--- config.mk ---
export PLATFORM = sky130hd
export DESIGN_NAME = cdf_lut_birimi
export DESIGN_NICKNAME = d
export VERILOG_FILES = /design/src/rtl/cdf_lut_birimi_pkg.sv /design/src/rtl/cdf_lut_birimi_bolucu_8.sv /design/src/rtl/cdf_lut_birimi.sv
export SDC_FILE = /design/constraint.sdc
export NUM_CORES = 1
export LEC_CHECK = 0
export CELL_PAD_IN_SITES_DETAIL_PLACEMENT = 1
export CELL_PAD_IN_SITES_GLOBAL_PLACEMENT = 1
export CORE_MARGIN = 2
export CORE_UTILIZATION = 30
export DETAILED_ROUTE_END_ITERATION = 8
export GPL_ROUTABILITY_DRIVEN = 0
export GPL_TIMING_DRIVEN = 0
export PLACE_DENSITY_LB_ADDON = 0.08
export SLEW_MARGIN = 40
export SYNTH_ARGS = -nofsm -noshare
export SYNTH_HDL_FRONTEND = slang
export SYNTH_SLANG_ARGS = --single-unit
export TNS_END_PERCENT = 100
--- constraint.sdc ---
create_clock -name clk_i -period 11.7 [get_ports clk_i]
set_input_delay 1.17 -clock clk_i [delete_from_list [all_inputs] [get_ports clk_i]]
set_output_delay 1.17 -clock clk_i [all_outputs]
set_load 0.05 [all_outputs]
--- src/rtl/cdf_lut_birimi_pkg.sv ---
// rtl/cdf_lut_birimi_pkg.sv - shared widths, defaults and FSM states for the CDF/LUT builder
package cdf_lut_birimi_pkg;

    localparam int PIXEL_BIT                = 8;
    localparam int LUT_BIT                  = 8;
    localparam int VARSAYILAN_PIXEL_SAYISI  = 76800;
    localparam int VARSAYILAN_SAYAC_BIT     = 17;

    typedef enum logic [2:0] {
        BOSTA = 3'd0,
        OKU   = 3'd1,
        BEKLE = 3'd2,
        BOL   = 3'd3,
        YAZ   = 3'd4,
        BITTI = 3'd5
    } durum_t;

endpackage

--- src/rtl/cdf_lut_birimi_bolucu_8.sv ---
// rtl/cdf_lut_birimi_bolucu_8.sv - fixed 8-cycle restoring divider producing an 8-bit quotient
module bolucu_8 #(
    parameter int BOLUNEN_BIT = 25,
    parameter int BOLEN_BIT   = 17
) (
    input  logic                   clk_i,
    input  logic                   rst_i,
    input  logic                   yukle_i,
    input  logic                   adim_i,
    input  logic [BOLUNEN_BIT-1:0] bolunen_i,
    input  logic [BOLEN_BIT-1:0]   bolen_i,
    output logic [7:0]             bolum_o,
    output logic                   tasma_o
);

    localparam int GENIS = (BOLUNEN_BIT > BOLEN_BIT + 8) ? BOLUNEN_BIT : BOLEN_BIT + 8;

    logic [GENIS-1:0] kalan_q, kalan_d;
    logic [GENIS-1:0] bolen_q, bolen_d;
    logic [7:0]       bolum_q, bolum_d;
    logic             tasma_q, tasma_d;

    // A zero divisor makes every step succeed, so the quotient naturally becomes 255.
    always_comb begin
        kalan_d = kalan_q;
        bolen_d = bolen_q;
        bolum_d = bolum_q;
        tasma_d = tasma_q;
        if (yukle_i) begin
            kalan_d = GENIS'(bolunen_i);
            bolen_d = GENIS'(bolen_i) << 7;
            bolum_d = '0;
            tasma_d = (GENIS'(bolunen_i) >= (GENIS'(bolen_i) << 8));
        end else if (adim_i) begin
            if (kalan_q >= bolen_q) begin
                kalan_d = kalan_q - bolen_q;
                bolum_d = {bolum_q[6:0], 1'b1};
            end else begin
                bolum_d = {bolum_q[6:0], 1'b0};
            end
            bolen_d = bolen_q >> 1;
        end
    end

    always_ff @(posedge clk_i or posedge rst_i) begin
        if (rst_i) begin
            kalan_q <= '0;
            bolen_q <= '0;
            bolum_q <= '0;
            tasma_q <= 1'b0;
        end else begin
            kalan_q <= kalan_d;
            bolen_q <= bolen_d;
            bolum_q <= bolum_d;
            tasma_q <= tasma_d;
        end
    end

    assign bolum_o = bolum_q;
    assign tasma_o = tasma_q;

endmodule

--- src/rtl/cdf_lut_birimi.sv ---
// rtl/cdf_lut_birimi.sv - walks the histogram, accumulates the CDF and writes the equalization LUT
module cdf_lut_birimi
    import cdf_lut_birimi_pkg::*;
#(
    parameter int PIXEL_SAYISI = VARSAYILAN_PIXEL_SAYISI,
    parameter int SAYAC_BIT    = VARSAYILAN_SAYAC_BIT
) (
    input  logic                 clk_i,
    input  logic                 rst_i,
    input  logic                 baslat_i,
    input  logic [255:0]         valid_i,
    input  logic [SAYAC_BIT-1:0] cdf_min_i,
    output logic                 hist_rd_en_o,
    output logic [PIXEL_BIT-1:0] hist_addr_o,
    input  logic [SAYAC_BIT-1:0] hist_data_i,
    output logic                 lut_wr_en_o,
    output logic [PIXEL_BIT-1:0] lut_addr_o,
    output logic [LUT_BIT-1:0]   lut_data_o,
    output logic                 mesgul_o,
    output logic                 hazir_o
);

    localparam int                   PAY_BIT = SAYAC_BIT + 8;
    localparam logic [SAYAC_BIT-1:0] N       = SAYAC_BIT'(PIXEL_SAYISI);

    durum_t               durum_q, durum_d;
    logic [PIXEL_BIT-1:0] i_q, i_d;
    logic [SAYAC_BIT-1:0] cdf_q, cdf_d;
    logic [2:0]           adim_q, adim_d;
    logic                 den_sifir_q, den_sifir_d;

    logic [SAYAC_BIT-1:0] sayim, cdf_next, den, fark;
    logic [PAY_BIT-1:0]   pay, bolunen;
    logic                 bol_yukle, bol_adim;
    logic [LUT_BIT-1:0]   bolum;
    logic                 tasma;

    // Unwritten RAM entries hold garbage, so the valid mask gates what is summed.
    always_comb begin
        sayim    = valid_i[i_q] ? hist_data_i : '0;
        cdf_next = cdf_q + sayim;
        den      = N - cdf_min_i;
        fark     = cdf_next - cdf_min_i;
        pay      = (cdf_next > cdf_min_i) ? ((PAY_BIT'(fark) << 8) - PAY_BIT'(fark)) : '0;
        bolunen  = pay + PAY_BIT'(den >> 1);
    end

    bolucu_8 #(
        .BOLUNEN_BIT(PAY_BIT),
        .BOLEN_BIT  (SAYAC_BIT)
    ) u_bolucu (
        .clk_i    (clk_i),
        .rst_i    (rst_i),
        .yukle_i  (bol_yukle),
        .adim_i   (bol_adim),
        .bolunen_i(bolunen),
        .bolen_i  (den),
        .bolum_o  (bolum),
        .tasma_o  (tasma)
    );

    always_comb begin
        durum_d      = durum_q;
        i_d          = i_q;
        cdf_d        = cdf_q;
        adim_d       = adim_q;
        den_sifir_d  = den_sifir_q;
        bol_yukle    = 1'b0;
        bol_adim     = 1'b0;
        hist_rd_en_o = 1'b0;
        hist_addr_o  = '0;
        lut_wr_en_o  = 1'b0;
        lut_addr_o   = '0;
        lut_data_o   = '0;
        mesgul_o     = 1'b0;
        hazir_o      = 1'b0;
        case (durum_q)
            BOSTA: begin
                if (baslat_i) begin
                    cdf_d   = '0;
                    i_d     = '0;
                    durum_d = OKU;
                end
            end
            OKU: begin
                mesgul_o     = 1'b1;
                hist_rd_en_o = 1'b1;
                hist_addr_o  = i_q;
                durum_d      = BEKLE;
            end
            BEKLE: begin
                mesgul_o    = 1'b1;
                cdf_d       = cdf_next;
                den_sifir_d = (den == '0);
                bol_yukle   = 1'b1;
                adim_d      = '0;
                durum_d     = BOL;
            end
            BOL: begin
                mesgul_o = 1'b1;
                bol_adim = 1'b1;
                adim_d   = adim_q + 3'd1;
                if (adim_q == 3'd7) begin
                    durum_d = YAZ;
                end
            end
            YAZ: begin
                mesgul_o    = 1'b1;
                lut_wr_en_o = 1'b1;
                lut_addr_o  = i_q;
                // A single-valued image has no spread to stretch; fall back to identity.
                lut_data_o  = den_sifir_q ? i_q : (tasma ? {LUT_BIT{1'b1}} : bolum);
                if (i_q == {PIXEL_BIT{1'b1}}) begin
                    durum_d = BITTI;
                end else begin
                    i_d     = i_q + 8'd1;
                    durum_d = OKU;
                end
            end
            BITTI: begin
                hazir_o = 1'b1;
                durum_d = BOSTA;
            end
            default: durum_d = BOSTA;
        endcase
    end

    always_ff @(posedge clk_i or posedge rst_i) begin
        if (rst_i) begin
            durum_q     <= BOSTA;
            i_q         <= '0;
            cdf_q       <= '0;
            adim_q      <= '0;
            den_sifir_q <= 1'b0;
        end else begin
            durum_q     <= durum_d;
            i_q         <= i_d;
            cdf_q       <= cdf_d;
            adim_q      <= adim_d;
            den_sifir_q <= den_sifir_d;
        end
    end

endmodule

## After elaboration in Yosys (flattened, before gate mapping)

Index checks and enable logic that the tools add are counted.

| operators by class | value |
|---|---|
| add/subtract/negate cells | 8 |
| magnitude comparators | 4 |
| eq/ne operators | 10 |
| muxes and demuxes | 33 |
| reduce and logical (&&, ||, !) cells | 12 |

Operator list:

| kind | count |
|---|---|
| 2-to-1 mux 25 bit | 6 |
| 2-to-1 mux 8 bit | 9 |
| greater-or-equal comparator 25 bit | 2 |
| 2-to-1 mux 17 bit | 2 |
| case mux 17 bit (2 select lines) | 1 |
| adder 25 x 16 -> 25 bit | 1 |
| subtractor 25 x 17 -> 25 bit | 1 |
| subtractor 25 bit | 1 |
| adder 17 bit | 1 |
| greater-than comparator 17 bit | 1 |
| logical NOT 17 bit | 1 |
| subtractor 17 bit | 1 |
| subtractor 17 bit, first input constant | 1 |
| case mux 8 bit (2 select lines) | 1 |
| case mux 3 bit (5 select lines) | 1 |
| nonzero test 2 bit | 5 |
| == test 3 bit, second input constant | 3 |
| < comparator 8 x 9 -> 1 bit, second input constant | 1 |
| 2-to-1 mux 3 bit | 3 |
| adder 8 x 1 -> 8 bit, second input constant | 1 |
| binary-select mux 1 bit (select 8 bit) | 1 |
| == test 8 bit, second input constant | 1 |
| 2-to-1 mux 1 bit | 8 |
| == test 3 x 2 -> 1 bit, second input constant | 2 |
| other kinds (8) | 12 |

| storage, ports and cells | value |
|---|---|
| flip-flop bits (word level) | 91 |
| bits of input ports | 293 |
| output and inout port bits | 28 |
| logic and storage cells | 76 |

## Logic depth before layout (Yosys ltp)

| logic depth | value |
|---|---|
| depth in word-level cells | 9 |
| depth in mapped cells | 57 |
| depth with buffers taken out | 53 |

## Hierarchy

A second synthesis with hierarchy kept.

| second synthesis, totals | value |
|---|---|
| cell total of the unflattened synthesis | 1441 |
| area, all modules | 12117.9 µm² |

By module, submodules not included:

| module | times used | cells each | area an instance (µm²) | sequential area each (µm²) |
|---|---|---|---|---|
| cdf_lut_birimi | 1 | 922 | 7617.3 | 800.8 |
| bolucu_8 | 1 | 519 | 4500.6 | 1451.4 |

## Worst setup path after synthesis

No wires, ideal clock.

| timing | value |
|---|---|
| path kind | input to register |
| from | input port valid_i[255] |
| to | register u_bolucu.tasma_q (netlist: u_bolucu.tasma_o) |
| library setup time | 0.136 ns |
| data arrival time | 11.453 ns |
| data required time | 11.564 ns |
| setup slack | 0.111 ns |
| stages on the path | 48 |
| buffers on the path | 2 |
| path through | mux4_2 -> mux4_2 -> mux4_2 -> mux4_2 -> clkbuf_1 -> and2_1 -> ha_1 -> fa_1 -> a21o_1 -> a21oi_1 -> o21bai_1 -> a21oi_1 -> o21bai_1 -> a41oi_1 -> a21oi_1 -> nand3_1 -> nand3_1 -> xor2_1 -> [... 12 more ...] -> nor2_1 -> or4_1 -> nand2_1 -> o21ai_0 -> o41ai_1 -> nand3b_1 -> mux2i_1 -> ha_1 -> nand3_1 -> nor4_1 -> nand3_1 -> nor4_1 -> o41a_1 -> o21a_1 -> o21ai_0 -> nand2b_1 -> a21oi_1 -> a21oi_1 |

| between the ends | value |
|---|---|
| cells in the longest elaborated chain, start to end | 9 |
| elaborated cells on any way between the ends | 10 |
| those cells by class | add/sub: 4; order compare: 2; mux: 4 |

Ends and longest elaborated chain:

| what | line | text |
|---|---|---|
| start, declared | cdf_lut_birimi.sv:11 | `input logic [255:0] valid_i,` |
| binary-select mux 1 bit (select 8 bit) (*) | cdf_lut_birimi.sv:40 | `sayim = valid_i[i_q] ? hist_data_i : '0;` |
| 2-to-1 mux 1 bit (not written as such) (*) | cdf_lut_birimi.sv:40 |  |
| 2-to-1 mux 17 bit (*) | cdf_lut_birimi.sv:40 |  |
| adder 17 bit (*) | cdf_lut_birimi.sv:41 | `cdf_next = cdf_q + sayim;` |
| subtractor 17 bit | cdf_lut_birimi.sv:43 | `fark = cdf_next - cdf_min_i;` |
| subtractor 25 x 17 -> 25 bit | cdf_lut_birimi.sv:44 | `pay = (cdf_next > cdf_min_i) ? ((PAY_BIT'(fark) << 8) - PAY_BIT'(fark)) : '0;` |
| 2-to-1 mux 25 bit (*) | cdf_lut_birimi.sv:44 |  |
| adder 25 x 16 -> 25 bit (*) | cdf_lut_birimi.sv:45 | `bolunen = pay + PAY_BIT'(den >> 1);` |
| greater-or-equal comparator 25 bit (*) | cdf_lut_birimi_bolucu_8.sv:33 | `tasma_d = (GENIS'(bolunen_i) >= (GENIS'(bolen_i) << 8));` |
| end signal, assigned | cdf_lut_birimi_bolucu_8.sv:55 | `tasma_q <= tasma_d;` |
| end, declared | cdf_lut_birimi_bolucu_8.sv:21 | `logic tasma_q, tasma_d;` |

Every way passes the cells marked *; elsewhere a longest branch is shown, timed or not. The select of a mux whose other input is x is not followed.
A chain may end at the register's enable or synchronous reset.

## Final worst setup path

| timing | value |
|---|---|
| from | input port valid_i[199] |
| to | register u_bolucu.tasma_q (netlist: u_bolucu.tasma_o) |

The elaborated chain is that of the path after synthesis.

==> flow_summary_export.csv <==
group,metric,value,unit
worst_setup_path,reg2regPathDepth,53,
die,num_io_pins,321,
detailed_routing,drc,0,
cells_and_area,mostFrequentLayoutCell,"dlymetal6s2s_1",
worst_setup_path,end_kind,"register",
clock_tree,cts_tree,"done",
detailed_routing,via_per_inst,5.45,
timing,slew-limit-headroom,45.0,%
timing,period_needed,11420,ps
grt,grt_pass1_vias,13200,
clock_tree,cts_max_path_buffers,2,
die,die_w,203,µm
worst_setup_path,required,11920,ps
detailed_routing,finalWirelength,54600,µm
place,io_buffers,320,
clock_tree,clk_latency,360,ps
timing,skew,15.0,ps
synthesis,ys_seq_elements,90,
timing,period_share,97.6,%
die,die_h,203,µm
status,status,"finished, final reports clean",
cells_and_area,postLayoutCellArea,18000,µm²
cells_and_area,final.fill_count,4421,
synthesis,syn_area,11900,µm²
die,rows,72,
detailed_routing,vias,12500,
detailed_routing,drt_iter0_markers,477,
die,initial_utilization,30.6,%
grt,grt_max_degree,52,
cells_and_area,drive_above_1_share,18.7,%
worst_setup_path,cp_max_fo,5,
die,coreArea,38800,µm²
detailed_routing,drt_pre_antenna_iters,5,
timing,finalMaxSlewViolations,0,
flow_run,cap_violations,0,
synthesis,syn_nets,1770,
synthesis,ys_seq_area_share,19.0,%
clock_tree,cts_root_buf,"clkbuf_16",
place,dp_hpwl,45100,µm
timing,hold_viol_final,0,
worst_setup_path,rr_endpoint,"u_bolucu.tasma_o",
worst_hold_path,hold_start,"adim_q[1]",
grt,grt_use_total,26.0,%
place,placed_cell_area,15800,µm²
grt,grt_pass1_wl,81500,µm
clock_tree,cts.sinks,90,
synthesis,synth_edf_count,0,
grt,grt_antenna_before_repair,7,
synthesis,avgSynthCellArea,8.67,µm²
clock_tree,h-tree-depth,3,
cells_and_area,fin_nets,2168,
synthesis,async_flop_share,100,%
cells_and_area,area_growth,51.6,%
place,pre_cts_ws,-2550,ps
synthesis,synth_cells,1369,
clock_tree,clk_pin_slew,80,ps
worst_setup_path,max_stage_delay,640,ps
timing,setup_viol,0,
clock_tree,cts-buffers-inserted,9,
grt,overflow,0,
timing,worst_slew_pin_slew,819,ps
synthesis,synth_ff_type,"dfrtp_1",
timing,timing.fmax,87.6,MHz
worst_setup_path,r2r_slack,360,ps
timing,whs,493,ps
worst_setup_path,arrival,11640,ps
detailed_routing,wl_per_cell,23.8,µm
worst_hold_path,min_to,"adim_q[1]",
timing,layout_setup_ws,281,ps
worst_setup_path,r2r-start,"i_q[1]",
worst_setup_path,worstSetupPathType,"input port to register",
worst_hold_path,worstHoldPathCells,2,
die,die_area,41200,µm²
detailed_routing,drtAntennaViolNets,0,
cells_and_area,final_cell_mix,"250 x dlymetal6s2s_1, 128 x nand2_1, 98 x nor2_1, 98 x inv_1, 90 x ha_1",
worst_hold_path,hold_class,"register to register",
synthesis,synth.distinct_cells,78,
worst_setup_path,start_kind,"input port",
worst_setup_path,slowest_stage,"mux4_2",
synthesis,yosys_warnings,0,
worst_setup_path,cp_common_cell,"a21oi_2",
## routing by layer
metal | share of wire, % | global-route usage, % | up-vias
li1 | - | - | 5863
met1 | 45 | 33.9 | 6332
met2 | 50 | 46.4 | 244
met3 | 3.3 | 2.79 | 51
met4 | 1.9 | 5.01 | 2
met5 | 0.020 | 0 | -
## per-stage QoR
| step | setup TNS [ps] | utilization, % | cells |
|---|---|---|---|
| 3_3_place_gp | -22640 | 40.5 | 2207 |
| 2_1_floorplan | 0 | - | 1369 |
| 5_1_grt | -112 | 46.3 | 2292 |
| 6_report | 0 | 46.3 | 2293 |
| 3_5_place_dp | -10800 | 40.7 | 2211 |
| 4_1_cts | 0 | 43.5 | 2263 |
## how the worst max path moves through the flow
| stage | from | slack [ps] | depth (start not counted) | endpoint |
|---|---|---|---|---|
| floorplan | valid_i[255] | 110 | 48 | u_bolucu.tasma_o |
| global placement | valid_i[199] | -3310 | 49 | u_bolucu.tasma_o |
| detailed placement | valid_i[87] | -2550 | 50 | u_bolucu.tasma_o |
| CTS | valid_i[249] | 8 | 47 | u_bolucu.tasma_o |
| global route | valid_i[216] | -110 | 52 | u_bolucu.tasma_o |
| finish | valid_i[199] | 280 | 52 | u_bolucu.tasma_o |
## Yosys cell counts, types with 6 or more instances
cell       count  area [µm²]
nand2b_1      13        81.3
a31oi_1       15        93.8
o21ai_0       68         340
a22o_1        17         149
o2111ai_1      9        78.8
o21bai_1       9        67.6
nor4_1         8        50.1
o211ai_1      10        75.1
clkbuf_1      43         161
mux4_2        85        1910
a21oi_1       88         440
nor2_1       105         394
o22ai_1        8        50.1
xnor2_1       69         604
or3_1         10        62.6
nor2b_1       16         100
mux2i_1        6        60.1
nand2_1      131         492
or2_2          8        50.1
buf_1         12        45.0
dfrtp_1       90        2250
a21o_1        32         240
ha_1         104        1300
a211oi_1      21         158
inv_1        101         379
nor3_1        28         140
and2_1        30         188
nand3_1       27         135
buf_2          6        30.0
xor2_1        32         280
o31ai_1        8        60.1
nand4_1       14        87.6
o21a_1        21         158
and3_1        28         175
## worst max-delay path: cells and delay by family
kind,cells,cell delay [ps]
AOI/OAI and AO/OA,28,4880
muxes,4,2130
and+or+nand+nor,10,1160
adders and majority gates,4,1110
buffers and inverters,4,730
xor gates and xnor gates,2,420
## cells by family after synthesis
| group | count (synthesis) | synth area share (%) |
|---|---|---|
| and+or+nand+nor | 444 | 18.3 |
| DFF | 90 | 19.0 |
| muxes | 92 | 16.7 |
| buffers and inverters | 165 | 5.44 |
| xor gates and xnor gates | 103 | 7.83 |
| adders and majority gates | 108 | 11.6 |
| AOI/OAI and AO/OA | 367 | 21.0 |
## sequential cells by signal (all words and copies together) (netlist names)
register / count
u_bolucu.bolen_q: 24
durum_q: 3
cdf_q: 17
adim_q: 3
u_bolucu.tasma_o: 1
i_q: 8
u_bolucu.bolum_o: 8
den_sifir_q: 1
u_bolucu.kalan_q: 25
## layout make-up
cell class | count | area (µm²) | share of cell area, %
inverter | 101 | 387 | 2.15
timing repair buffer | 390 | 4390 | 24.4
clock buffer | 9 | 225 | 1.25
tap | 518 | 648 | 3.60
buffer | 61 | 315 | 1.75
sequential | 90 | 2250 | 12.5
antenna | 3 | 7.51 | 0.0417
clock inverter | 7 | 81.3 | 0.452
multi-input combinational | 1114 | 9680 | 53.8
## timing repair
item | CTS | global route
hold buffers | 0 | 0
setup buffers | 38 | 28
setup endpoints to repair | 15 | 1
gates resized for setup | 114 | 314
gates cloned | 0 | 0
pin swaps | 49 | 76
Power is left out: the tool's default activity adds up to more than one toggle a clock period on the data nets, which glitch-free logic cannot reach.
